`config.mk`:
```
export PLATFORM = sky130hd
export DESIGN_NAME = alu_issue_ctrl_flat
export DESIGN_NICKNAME = d
export VERILOG_FILES = /design/src/rtl/alu_pkg.sv /design/src/rtl/alu_issue_ctrl_if.sv /design/src/rtl/alu_regfile.sv /design/src/rtl/alu_issue_ctrl.sv /design/src/flat_wrapper.sv
export SDC_FILE = /design/constraint.sdc
export NUM_CORES = 1
export LEC_CHECK = 0
export ABC_AREA = 0
export BUFFER_PORTS_ARGS = -buffer_cell sky130_fd_sc_hd__buf_4
export CORE_ASPECT_RATIO = 1.1
export CORE_UTILIZATION = 45
export CTS_BUF_LIST = sky130_fd_sc_hd__clkbuf_16
export DETAILED_ROUTE_END_ITERATION = 16
export PLACE_DENSITY = 0.68
export SETUP_SLACK_MARGIN = 0.5
export SLEW_MARGIN = 0
export SYNTH_ARGS = -nofsm -noshare
export SYNTH_HDL_FRONTEND = slang
export SYNTH_SLANG_ARGS = --single-unit
export TNS_END_PERCENT = 30
```
`constraint.sdc`:
```
create_clock -name clk -period 4.3 [get_ports clk]
set_clock_uncertainty 0.2 [all_clocks]
set_input_delay 0.645 -clock clk [delete_from_list [all_inputs] [get_ports clk]]
set_output_delay 0.645 -clock clk [all_outputs]
set_load 0.02 [all_outputs]
```
`src/rtl/alu_pkg.sv`:
```
// Shared opcode, flag-index and FSM definitions for the ALU issue controller.
package alu_pkg;

    localparam logic [3:0] OP_ADD         = 4'b0000;
    localparam logic [3:0] OP_SUB         = 4'b0001;
    localparam logic [3:0] OP_AND         = 4'b0010;
    localparam logic [3:0] OP_OR          = 4'b0011;
    localparam logic [3:0] OP_XOR         = 4'b0100;
    localparam logic [3:0] OP_NOT         = 4'b0101;
    localparam logic [3:0] OP_SHL         = 4'b0110;
    localparam logic [3:0] OP_SHR         = 4'b0111;
    localparam logic [3:0] OP_SAR         = 4'b1000;
    localparam logic [3:0] OP_SLT         = 4'b1001;
    localparam logic [3:0] OP_SLTU        = 4'b1010;
    localparam logic [3:0] OP_PASSB       = 4'b1011;
    localparam logic [3:0] OP_ROL         = 4'b1100;
    localparam logic [3:0] OP_ROR         = 4'b1101;
    localparam logic [3:0] OP_ILLEGAL_MIN = 4'b1110;

    localparam int FLG_Z = 3;
    localparam int FLG_S = 2;
    localparam int FLG_C = 1;
    localparam int FLG_V = 0;

    typedef enum logic [1:0] {
        IDLE = 2'd0,
        EXEC = 2'd1,
        RESP = 2'd2
    } state_t;

    function automatic logic is_legal_op(input logic [3:0] op);
        return op < OP_ILLEGAL_MIN;
    endfunction

endpackage

```
`src/rtl/alu_issue_ctrl_if.sv`:
```
// Command, load, response and ALU-side signals of the issue controller.
interface alu_issue_ctrl_if #(
    parameter int DW = 8,
    parameter int RW = 2
);
    logic          ld_valid;
    logic [RW-1:0] ld_addr;
    logic [DW-1:0] ld_data;

    logic          cmd_valid;
    logic          cmd_ready;
    logic [3:0]    cmd_op;
    logic [RW-1:0] cmd_rd;
    logic [RW-1:0] cmd_rs1;
    logic [RW-1:0] cmd_rs2;
    logic          cmd_imm_en;
    logic [DW-1:0] cmd_imm;
    logic          cmd_wb;

    logic [DW-1:0] alu_a;
    logic [DW-1:0] alu_b;
    logic [3:0]    alu_op;
    logic [DW-1:0] alu_result;
    logic          alu_z;
    logic          alu_s;
    logic          alu_c;
    logic          alu_v;

    logic          rsp_valid;
    logic          rsp_ready;
    logic [DW-1:0] rsp_data;
    logic [3:0]    rsp_flags;
    logic          rsp_err;

    // The master side is the instruction source together with the ALU instance.
    modport master (
        output ld_valid, ld_addr, ld_data,
        output cmd_valid, cmd_op, cmd_rd, cmd_rs1, cmd_rs2, cmd_imm_en, cmd_imm, cmd_wb,
        input  cmd_ready,
        input  alu_a, alu_b, alu_op,
        output alu_result, alu_z, alu_s, alu_c, alu_v,
        input  rsp_valid, rsp_data, rsp_flags, rsp_err,
        output rsp_ready
    );

    modport slave (
        input  ld_valid, ld_addr, ld_data,
        input  cmd_valid, cmd_op, cmd_rd, cmd_rs1, cmd_rs2, cmd_imm_en, cmd_imm, cmd_wb,
        output cmd_ready,
        output alu_a, alu_b, alu_op,
        input  alu_result, alu_z, alu_s, alu_c, alu_v,
        output rsp_valid, rsp_data, rsp_flags, rsp_err,
        input  rsp_ready
    );
endinterface

```
`src/rtl/alu_regfile.sv`:
```
// Operand register file: two asynchronous read ports, one synchronous write port.
module alu_regfile #(
    parameter int DW   = 8,
    parameter int NREG = 4,
    parameter int RW   = 2
) (
    input  logic          clk,
    input  logic          rst,
    input  logic          we,
    input  logic [RW-1:0] waddr,
    input  logic [DW-1:0] wdata,
    input  logic [RW-1:0] raddr1,
    output logic [DW-1:0] rdata1,
    input  logic [RW-1:0] raddr2,
    output logic [DW-1:0] rdata2
);

    logic [DW-1:0] words [NREG];

    generate
        for (genvar gi = 0; gi < NREG; gi++) begin : g_word
            logic [DW-1:0] word_reg;

            always_ff @(posedge clk or posedge rst) begin
                if (rst) begin
                    word_reg <= '0;
                end else if (we && waddr == RW'(gi)) begin
                    word_reg <= wdata;
                end
            end

            assign words[gi] = word_reg;
        end
    endgenerate

    assign rdata1 = words[raddr1];
    assign rdata2 = words[raddr2];

endmodule

```
`src/rtl/alu_issue_ctrl.sv`:
```
// Issues one ALU operation per accepted command, writes back the result and
// returns result plus flags over a response handshake.
module alu_issue_ctrl
    import alu_pkg::*;
#(
    parameter int DW   = 8,
    parameter int NREG = 4,
    parameter int RW   = 2
) (
    input  logic            clk,
    input  logic            rst,
    alu_issue_ctrl_if.slave bus
);

    state_t        state_reg;
    logic [DW-1:0] alu_a_reg;
    logic [DW-1:0] alu_b_reg;
    logic [3:0]    alu_op_reg;
    logic [RW-1:0] rd_reg;
    logic          wb_reg;
    logic [3:0]    flags_reg;
    logic          rsp_valid_reg;
    logic [DW-1:0] rsp_data_reg;
    logic [3:0]    rsp_flags_reg;
    logic          rsp_err_reg;

    logic [DW-1:0] rs1_data;
    logic [DW-1:0] rs2_data;
    logic          we;
    logic [RW-1:0] waddr;
    logic [DW-1:0] wdata;
    logic          ld_fire;
    logic          accept;
    logic [3:0]    alu_flags;

    assign ld_fire   = (state_reg == IDLE) && bus.ld_valid;
    assign accept    = (state_reg == IDLE) && !bus.ld_valid && bus.cmd_valid;
    assign alu_flags = {bus.alu_z, bus.alu_s, bus.alu_c, bus.alu_v};

    // A direct load and a writeback can never coincide: loads only land in IDLE.
    always_comb begin
        we    = 1'b0;
        waddr = bus.ld_addr;
        wdata = bus.ld_data;
        if (ld_fire) begin
            we = 1'b1;
        end else if (state_reg == EXEC && wb_reg) begin
            we    = 1'b1;
            waddr = rd_reg;
            wdata = bus.alu_result;
        end
    end

    alu_regfile #(
        .DW   (DW),
        .NREG (NREG),
        .RW   (RW)
    ) u_regfile (
        .clk    (clk),
        .rst    (rst),
        .we     (we),
        .waddr  (waddr),
        .wdata  (wdata),
        .raddr1 (bus.cmd_rs1),
        .rdata1 (rs1_data),
        .raddr2 (bus.cmd_rs2),
        .rdata2 (rs2_data)
    );

    always_ff @(posedge clk or posedge rst) begin
        if (rst) begin
            state_reg     <= IDLE;
            alu_a_reg     <= '0;
            alu_b_reg     <= '0;
            alu_op_reg    <= 4'b0000;
            rd_reg        <= '0;
            wb_reg        <= 1'b0;
            flags_reg     <= 4'b0000;
            rsp_valid_reg <= 1'b0;
            rsp_data_reg  <= '0;
            rsp_flags_reg <= 4'b0000;
            rsp_err_reg   <= 1'b0;
        end else begin
            case (state_reg)
                IDLE: begin
                    if (accept) begin
                        if (is_legal_op(bus.cmd_op)) begin
                            alu_a_reg  <= rs1_data;
                            alu_b_reg  <= bus.cmd_imm_en ? bus.cmd_imm : rs2_data;
                            alu_op_reg <= bus.cmd_op;
                            rd_reg     <= bus.cmd_rd;
                            wb_reg     <= bus.cmd_wb;
                            state_reg  <= EXEC;
                        end else begin
                            // Rejected opcodes leave the ALU inputs and flags alone.
                            rsp_err_reg   <= 1'b1;
                            rsp_data_reg  <= '0;
                            rsp_flags_reg <= flags_reg;
                            rsp_valid_reg <= 1'b1;
                            state_reg     <= RESP;
                        end
                    end
                end
                EXEC: begin
                    rsp_data_reg  <= bus.alu_result;
                    rsp_flags_reg <= alu_flags;
                    flags_reg     <= alu_flags;
                    rsp_err_reg   <= 1'b0;
                    rsp_valid_reg <= 1'b1;
                    state_reg     <= RESP;
                end
                RESP: begin
                    if (bus.rsp_ready) begin
                        rsp_valid_reg <= 1'b0;
                        state_reg     <= IDLE;
                    end
                end
                default: state_reg <= IDLE;
            endcase
        end
    end

    assign bus.cmd_ready = (state_reg == IDLE) && !bus.ld_valid && !rst;
    assign bus.alu_a     = alu_a_reg;
    assign bus.alu_b     = alu_b_reg;
    assign bus.alu_op    = alu_op_reg;
    assign bus.rsp_valid = rsp_valid_reg;
    assign bus.rsp_data  = rsp_data_reg;
    assign bus.rsp_flags = rsp_flags_reg;
    assign bus.rsp_err   = rsp_err_reg;

endmodule

```
`src/flat_wrapper.sv`:
```
// flat-port wrapper written by rule: the top's interface ports become plain ports
module alu_issue_ctrl_flat import alu_pkg::*;
#(
    parameter int DW   = 8,
    parameter int NREG = 4,
    parameter int RW   = 2
)
  (clk, rst, bus_ld_valid, bus_ld_addr, bus_ld_data, bus_cmd_valid, bus_cmd_op, bus_cmd_rd, bus_cmd_rs1, bus_cmd_rs2, bus_cmd_imm_en, bus_cmd_imm, bus_cmd_wb, bus_cmd_ready, bus_alu_a, bus_alu_b, bus_alu_op, bus_alu_result, bus_alu_z, bus_alu_s, bus_alu_c, bus_alu_v, bus_rsp_valid, bus_rsp_data, bus_rsp_flags, bus_rsp_err, bus_rsp_ready);
  alu_issue_ctrl_if #(.DW(DW), .RW(RW)) bus_i ();
  input  logic clk;
  input  logic rst;
  input wire logic [$bits(bus_i.ld_valid)-1:0] bus_ld_valid;
  input wire logic [$bits(bus_i.ld_addr)-1:0] bus_ld_addr;
  input wire logic [$bits(bus_i.ld_data)-1:0] bus_ld_data;
  input wire logic [$bits(bus_i.cmd_valid)-1:0] bus_cmd_valid;
  input wire logic [$bits(bus_i.cmd_op)-1:0] bus_cmd_op;
  input wire logic [$bits(bus_i.cmd_rd)-1:0] bus_cmd_rd;
  input wire logic [$bits(bus_i.cmd_rs1)-1:0] bus_cmd_rs1;
  input wire logic [$bits(bus_i.cmd_rs2)-1:0] bus_cmd_rs2;
  input wire logic [$bits(bus_i.cmd_imm_en)-1:0] bus_cmd_imm_en;
  input wire logic [$bits(bus_i.cmd_imm)-1:0] bus_cmd_imm;
  input wire logic [$bits(bus_i.cmd_wb)-1:0] bus_cmd_wb;
  output wire logic [$bits(bus_i.cmd_ready)-1:0] bus_cmd_ready;
  output wire logic [$bits(bus_i.alu_a)-1:0] bus_alu_a;
  output wire logic [$bits(bus_i.alu_b)-1:0] bus_alu_b;
  output wire logic [$bits(bus_i.alu_op)-1:0] bus_alu_op;
  input wire logic [$bits(bus_i.alu_result)-1:0] bus_alu_result;
  input wire logic [$bits(bus_i.alu_z)-1:0] bus_alu_z;
  input wire logic [$bits(bus_i.alu_s)-1:0] bus_alu_s;
  input wire logic [$bits(bus_i.alu_c)-1:0] bus_alu_c;
  input wire logic [$bits(bus_i.alu_v)-1:0] bus_alu_v;
  output wire logic [$bits(bus_i.rsp_valid)-1:0] bus_rsp_valid;
  output wire logic [$bits(bus_i.rsp_data)-1:0] bus_rsp_data;
  output wire logic [$bits(bus_i.rsp_flags)-1:0] bus_rsp_flags;
  output wire logic [$bits(bus_i.rsp_err)-1:0] bus_rsp_err;
  input wire logic [$bits(bus_i.rsp_ready)-1:0] bus_rsp_ready;
  assign bus_i.ld_valid = bus_ld_valid;
  assign bus_i.ld_addr = bus_ld_addr;
  assign bus_i.ld_data = bus_ld_data;
  assign bus_i.cmd_valid = bus_cmd_valid;
  assign bus_i.cmd_op = bus_cmd_op;
  assign bus_i.cmd_rd = bus_cmd_rd;
  assign bus_i.cmd_rs1 = bus_cmd_rs1;
  assign bus_i.cmd_rs2 = bus_cmd_rs2;
  assign bus_i.cmd_imm_en = bus_cmd_imm_en;
  assign bus_i.cmd_imm = bus_cmd_imm;
  assign bus_i.cmd_wb = bus_cmd_wb;
  assign bus_cmd_ready = bus_i.cmd_ready;
  assign bus_alu_a = bus_i.alu_a;
  assign bus_alu_b = bus_i.alu_b;
  assign bus_alu_op = bus_i.alu_op;
  assign bus_i.alu_result = bus_alu_result;
  assign bus_i.alu_z = bus_alu_z;
  assign bus_i.alu_s = bus_alu_s;
  assign bus_i.alu_c = bus_alu_c;
  assign bus_i.alu_v = bus_alu_v;
  assign bus_rsp_valid = bus_i.rsp_valid;
  assign bus_rsp_data = bus_i.rsp_data;
  assign bus_rsp_flags = bus_i.rsp_flags;
  assign bus_rsp_err = bus_i.rsp_err;
  assign bus_i.rsp_ready = bus_rsp_ready;
  alu_issue_ctrl #(.DW(DW), .NREG(NREG), .RW(RW)) u_core (.clk(clk), .rst(rst), .bus(bus_i));
endmodule
```
==> impl_metrics.ini, run 1 <==
[sta]
finalCritPeriodShare_pct = 64.9
period_minus_slack_ps = 2790
setup-tns-final_ps = 0
rsz0062_at_grt = false
setup_violations = 0
max_freq_ghz = 0.358
hold_viol = 0
whs_ps = 289
setup_ws_ps = 1510
maxSlewViolCount = 0
worst_slew_pin_slew_ps = 1070
slew_headroom_pct = 28.5

[placed_design]
gp_congestion = 0.742
place_ws_ps = 1400
numPortBuffers = 81
post-dp-hpwl_mm = 5.02
place_area_um2 = 4090

[die]
coreArea_um2 = 7430
dieArea_um2 = 8010
io_pins = 82
num_rows = 33
die_width_um = 85.4
initial_core_util_pct = 46.4
dieHeight_um = 93.8

[worst_setup_path]
cp.arrival_ps = 2800
reg2regPathDepth = 4
cp-end-kind = flip-flop
reg2reg_to = u_core.u_regfile.g_word[1].word_reg[4]
cp-start-kind = flip-flop
cp_slowest_cell = nor2b_1
r2r-start = u_core.state_reg[1]
max_stage_delay_ps = 730
crit_type = flip-flop to flip-flop
rrSetupSlack_ps = 1510
worstPathRequired_ps = 4310
crit_path_max_fanout = 9
crit_chain = nand3b_1, mux2i_2, nor2b_1, mux2_2

[worst_hold_path]
min_from = u_core.bus.alu_op[2]
hold_class = flip-flop to flip-flop
worstHoldEndpoint = u_core.bus.alu_op[2]
hold_depth = 1

[final_layout]
largest_reg_flops = 32
synthToLayoutAreaGrowth_pct = 26.6
n_antenna_cell = 0
nets = 356
fillers = 617
multiInputGateArea_um2 = 1460
regArea_um2 = 1880
final_util_pct = 58.7
finalInstanceArea_um2 = 4360
drive_gt1_share_pct = 52.2

[synth]
yosysUniqueCellTypes = 29
synth_simple_gate_area_share_pct = 4.50
synth_enable_flop_cells = 0
synth_adder_area_share_pct = 0
synth_ff_type = dfrtp_1
netlist.area_leader.share_pct = 54.5
synth_compound_area_share_pct = 4.90
synthesis.area_um2 = 3450
async_flop_share_pct = 100
synth_xor_area_share_pct = 0
synthTopCellsByArea = dfrtp_1 (54%), mux2_2 (13%), mux4_2 (10%)
synthMuxAreaShare_pct = 32.9
ys_ff_latch = 75
synth_top_family_by_area = multiplexers
ys_warn_count = 0
avgSynthCellArea_um2 = 15.0
syn_nets = 276
yosysSeqAreaShare_pct = 54.5
synthCells = 229
netlist.top_cell.by_area = dfrtp_1

[detailed_routing]
via_per_inst = 5.45
antenna_left = 0
vias = 2184
first_pass_iters = 4
drtIter0Drc = 81
drc = 0
drt_wl_total_mm = 7.24
detail_route.wl_per_cell_um = 18.1

[grt]
grt_pass1_wl_mm = 11.3
grt_pass1_vias = 2138
antenna_found_initial = 0
grt_max_degree = 52
grt-ovfl-total = 0
grt_usage_pct = 19.5

[clock_tree]
holdBufCountCts = 0
tritoncts = done
ctsHtreeMaxLevel = 3
clkLatencyLatePin_ps = 320
cts_root_buffer = clkbuf_16
cts-resized-gates = 0
cts_sinks = 75
post_cts_buffers = 0
clkSlewWorstSetupHoldPaths_ps = 60
cts_buffer_depth = 2
cts_buffers = 9

[run_status]
status = completed

[power]
p_per_area_nw_per_um2 = 642
leakagePower_nw = 1.95
ir_drop_mv = 0.274

[job]
cap_violations = 0
[cell usage in the layout (no fill, tap or decap), types with 2 or more instances in the layout]
cell        count
a21oi_1        10
a22o_1          8
a2bb2oi_1       2
buf_4          85
clkbuf_16       9
clkinv_2        2
clkinvlp_4      3
dfrtp_1        75
mux2_1         18
mux2_2         41
mux2i_1         8
mux4_2         16
nand2_1         2
nand2b_1        2
nand3_1         2
nand3b_1        3
nor2_1         10
nor2b_1         2
o22a_1          3
[area by class of cell]
type	count	area share, %
clock buffers	9	5.16
multi-input cells	136	33.5
flip-flops and latches	75	43.0
clock inverters	7	1.03
repair buffers	85	14.6
inverters	2	0.172
well taps	87	2.50
[metal layers]
layer	wire (um)	up-vias	track usage [%]	part of all wire (%)
li1	-	1010	-	-
met1	3150	1120	25.9	44
met2	3700	47	30.7	51
met3	252	7	4.13	3.5
met4	132	0	8.75	1.8
met5	0	-	0	0
[cells in the mapped netlist, types with 2 or more instances]
| cell | number |
|---|---|
| nand2_1 | 2 |
| o22a_1 | 3 |
| nor2b_1 | 3 |
| dfrtp_1 | 75 |
| a22o_1 | 8 |
| mux2_2 | 41 |
| buf_4 | 4 |
| nand3_1 | 2 |
| nor2_1 | 10 |
| mux2i_1 | 8 |
| a21oi_1 | 10 |
| mux4_2 | 16 |
| mux2_1 | 18 |
| buf_6 | 3 |
| inv_1 | 2 |
| buf_1 | 3 |
| a2bb2oi_1 | 2 |
| buf_2 | 5 |
| nand3b_1 | 3 |
| nand2b_1 | 2 |
[per-stage QoR]
stage | power (mW) | instances
2_1_floorplan | 1.78 | 229
5_1_grt | 2.95 | 401
6_report | 2.80 | 401
3_3_place_gp | 2.11 | 385
3_5_place_dp | 2.14 | 385
4_1_cts | 2.82 | 401
[worst max-delay path by stage]
stage | startpoint | endpoint | cells after the start
2_1_floorplan | rst | u_core.bus.alu_a[0] | 1
3_3_place_gp | bus_ld_valid | u_core.bus.alu_b[0] | 6
3_5_place_dp | bus_ld_valid | u_core.bus.alu_b[2] | 6
4_1_cts | u_core.state_reg[1] | u_core.u_regfile.g_word[1].word_reg[5] | 4
5_1_grt | u_core.state_reg[1] | u_core.u_regfile.g_word[1].word_reg[5] | 4
6_report | u_core.state_reg[1] | u_core.u_regfile.g_word[1].word_reg[4] | 4
[critical path, delay by kind of cell (launching register included)]
family        cells  cell delay (ps)
mux               2              750
simple gates      2             1250
flops             1              470
[report_power, final]
part | switching, mW | total (mW) | internal [mW]
combinational | 0.409 | 0.939 | 0.529
clock | 0.286 | 0.673 | 0.387
sequential | 0.187 | 1.19 | 1.00
total | 0.883 | 2.80 | 1.92
[kinds of logic (layout without fill, tap and decap cells)]
logic type	after synthesis	in the layout
buffers and inverters	18	103
AND/OR/NAND/NOR	27	27
flip-flops	75	75
AO/OA/AOI/OAI	24	24
multiplexers	85	85
Note: power is estimated with default switching activity, not from simulation.
==> inputs of run 2 (changes only) <==
--- a/config.mk
+++ b/config.mk
@@ -11,7 +11,7 @@
 export CORE_UTILIZATION = 45
 export CTS_BUF_LIST = sky130_fd_sc_hd__clkbuf_16
 export DETAILED_ROUTE_END_ITERATION = 16
-export PLACE_DENSITY = 0.68
+export PLACE_DENSITY = 0.7
 export SETUP_SLACK_MARGIN = 0.5
 export SLEW_MARGIN = 0
 export SYNTH_ARGS = -nofsm -noshare
==> constraint.sdc (replaced) <==
create_clock -name clk -period 2.4 [get_ports clk]
set_clock_uncertainty 0.2 [all_clocks]
set_input_delay 0.36 -clock clk [delete_from_list [all_inputs] [get_ports clk]]
set_output_delay 0.36 -clock clk [all_outputs]
set_load 0.02 [all_outputs]
==> run 2 against run 1 <==
Against the previous run:
- die area unchanged
- clock-buffer cell count did not move
- combinational power rose by 100%
- routed wire length is 6.1% higher
- register-to-register slack worse by 1100 ps
- maximum frequency grew 41%
- non-clock buffer count grew 17
- sequential power up 80%
- cell count rose by 4.0%
- clock power is 74% higher
- largest cell class unchanged
==> impl_metrics.ini, run 2 (synthesis gave the netlist of run 1 again) <==
[run_status]
status = completed

[power]
ir_drop_mv = 0.491
total_power_mw = 5.20
p_per_area_nw_per_um2 = 1110
leakagePower_nw = 2.14

[worst_setup_path]
crit_type = flip-flop to flip-flop
crit_path_max_fanout = 7
reg2regPathDepth = 5
cp_slowest_cell = or4b_4
worstPathRequired_ps = 2410
critPathTopFamily = simple AND/OR/NAND/NOR gates
max_stage_delay_ps = 510
reg2reg_to = u_core.rd_reg[1]
cp-start-kind = flip-flop
cp-end-kind = flip-flop
critPathBufInv = 2
rrSetupSlack_ps = 420
r2r-start = u_core.state_reg[1]
crit_chain = or4b_4, nor2b_4, buf_6, buf_16, mux2_4
cp.arrival_ps = 1990

[detailed_routing]
vias = 2257
drt_wl_total_mm = 7.69
drtIter0Drc = 123
drc = 0
first_pass_iters = 4
antenna_left = 0
detail_route.wl_per_cell_um = 18.4
via_per_inst = 5.41

[sta]
setup-tns-final_ps = 0
setup_violations = 0
finalCritPeriodShare_pct = 82.5
max_freq_ghz = 0.505
period_minus_slack_ps = 1980
whs_ps = 44.4
slew_headroom_pct = 65.9
worst_slew_pin_slew_ps = 511
rsz0062_at_grt = true
maxSlewViolCount = 0
hold_viol = 0

[grt]
grt_pass1_wl_mm = 11.9
grt_max_degree = 55
grt_pass1_vias = 2259
grt_usage_pct = 20.2
antenna_found_initial = 0
grt-ovfl-total = 0

[final_layout]
nets = 373
layout_commonest_cell = buf_4
synthToLayoutAreaGrowth_pct = 35.8
drive_gt1_share_pct = 59.1
stdcell_count = 417
finalInstanceArea_um2 = 4680
n_antenna_cell = 0
final_cell_mix = buf_4 (92), dfrtp_1 (74), mux2_2 (32), mux2_4 (20), mux4_2 (16)
largest_reg_flops = 32

[die]
num_rows = 33
dieHeight_um = 93.8
initial_core_util_pct = 46.4
die_width_um = 85.4
io_pins = 82
dieArea_um2 = 8010
coreArea_um2 = 7430

[placed_design]
gp_congestion = 0.735
numPortBuffers = 81
post-dp-hpwl_mm = 5.01
placed_cells = 388
place_area_um2 = 4140

[clock_tree]
clkSlewWorstSetupHoldPaths_ps = 60
clkLatencyLatePin_ps = 320
ctsHtreeMaxLevel = 3
cts_buffer_depth = 2
tritoncts = done
cts_sinks = 75
cts_buffers = 9
cts_root_buffer = clkbuf_16

[worst_hold_path]
hold_depth = 2
min_from = bus_rsp_ready
worstHoldEndpoint = u_core.state_reg[1]
hold_class = primary input to flip-flop

[job]
cap_violations = 0
-- run 2: cell types whose count changed in the layout (fill, tap and decap cells not counted), sizes merged --
cell         delta
dlygate4sd3     +1
bufbuf          +1
inv             -1
buf            +15
-- run 2: per-layer routing --
metal	routed length, um	vias to the layer above	part of all wire [%]	track usage (%)
met5	0	-	0	0
met2	4070	51	53	34.5
met3	219	4	2.8	3.16
met1	3330	1165	43	26.4
met4	61	0	0.79	7.08
li1	-	1037	-	-
-- run 2: how the worst max path moves through the flow --
stage,start,to,slack (ps),cells past startpoint
6_report,u_core.state_reg[1],u_core.rd_reg[1],420,5
5_1_grt,u_core.state_reg[1],u_core.bus.alu_a[4],380,5
3_3_place_gp,u_core.state_reg[1],u_core.bus.alu_a[6],250,4
2_1_floorplan,u_core.state_reg[0],u_core.bus.alu_a[0],330,6
4_1_cts,u_core.state_reg[0],u_core.u_regfile.g_word[0].word_reg[2],390,5
3_5_place_dp,u_core.state_reg[1],u_core.bus.alu_a[6],190,4
-- run 2: layout make-up --
class,count,area [um2]
inverter,2,11.3
fill,580,2750
sequential,75,1880
clock inverter,6,33.8
tap,87,109
timing repair buffer,102,861
multi-input combinational,136,1560
clock buffer,9,225
-- run 2: through the flow --
step           setup WS, ps  utilization, %
4_1_cts                 389            61.6
2_1_floorplan           329               -
3_5_place_dp            193            55.7
5_1_grt                 376            62.9
3_3_place_gp            253            55.7
6_report                419            62.9
-- run 2: timing repair --
| action | in CTS | in global routing |
|---|---|---|
| resized for setup | 11 | 24 |
| hold buffers | 1 | 0 |
| gates cloned | 2 | 0 |
| buffers inserted | 9 | 2 |
| endpoints found under the setup margin | 57 | 65 |
| pin swaps | 1 | 3 |
| hold endpoints to repair | 21 | 0 |
-- run 2: worst reg2reg max path: stages, from the launching register on --
cell and delay (ps):
dfrtp_2 440, or4b_4 510, nor2b_4 160, buf_6 130, buf_16 130, mux2_4 300
-- run 2: where the power goes --
group	internal (mW)	switching, mW
combinational	1.11	0.776
clock	0.684	0.488
sequential	1.80	0.343
total	3.59	1.61
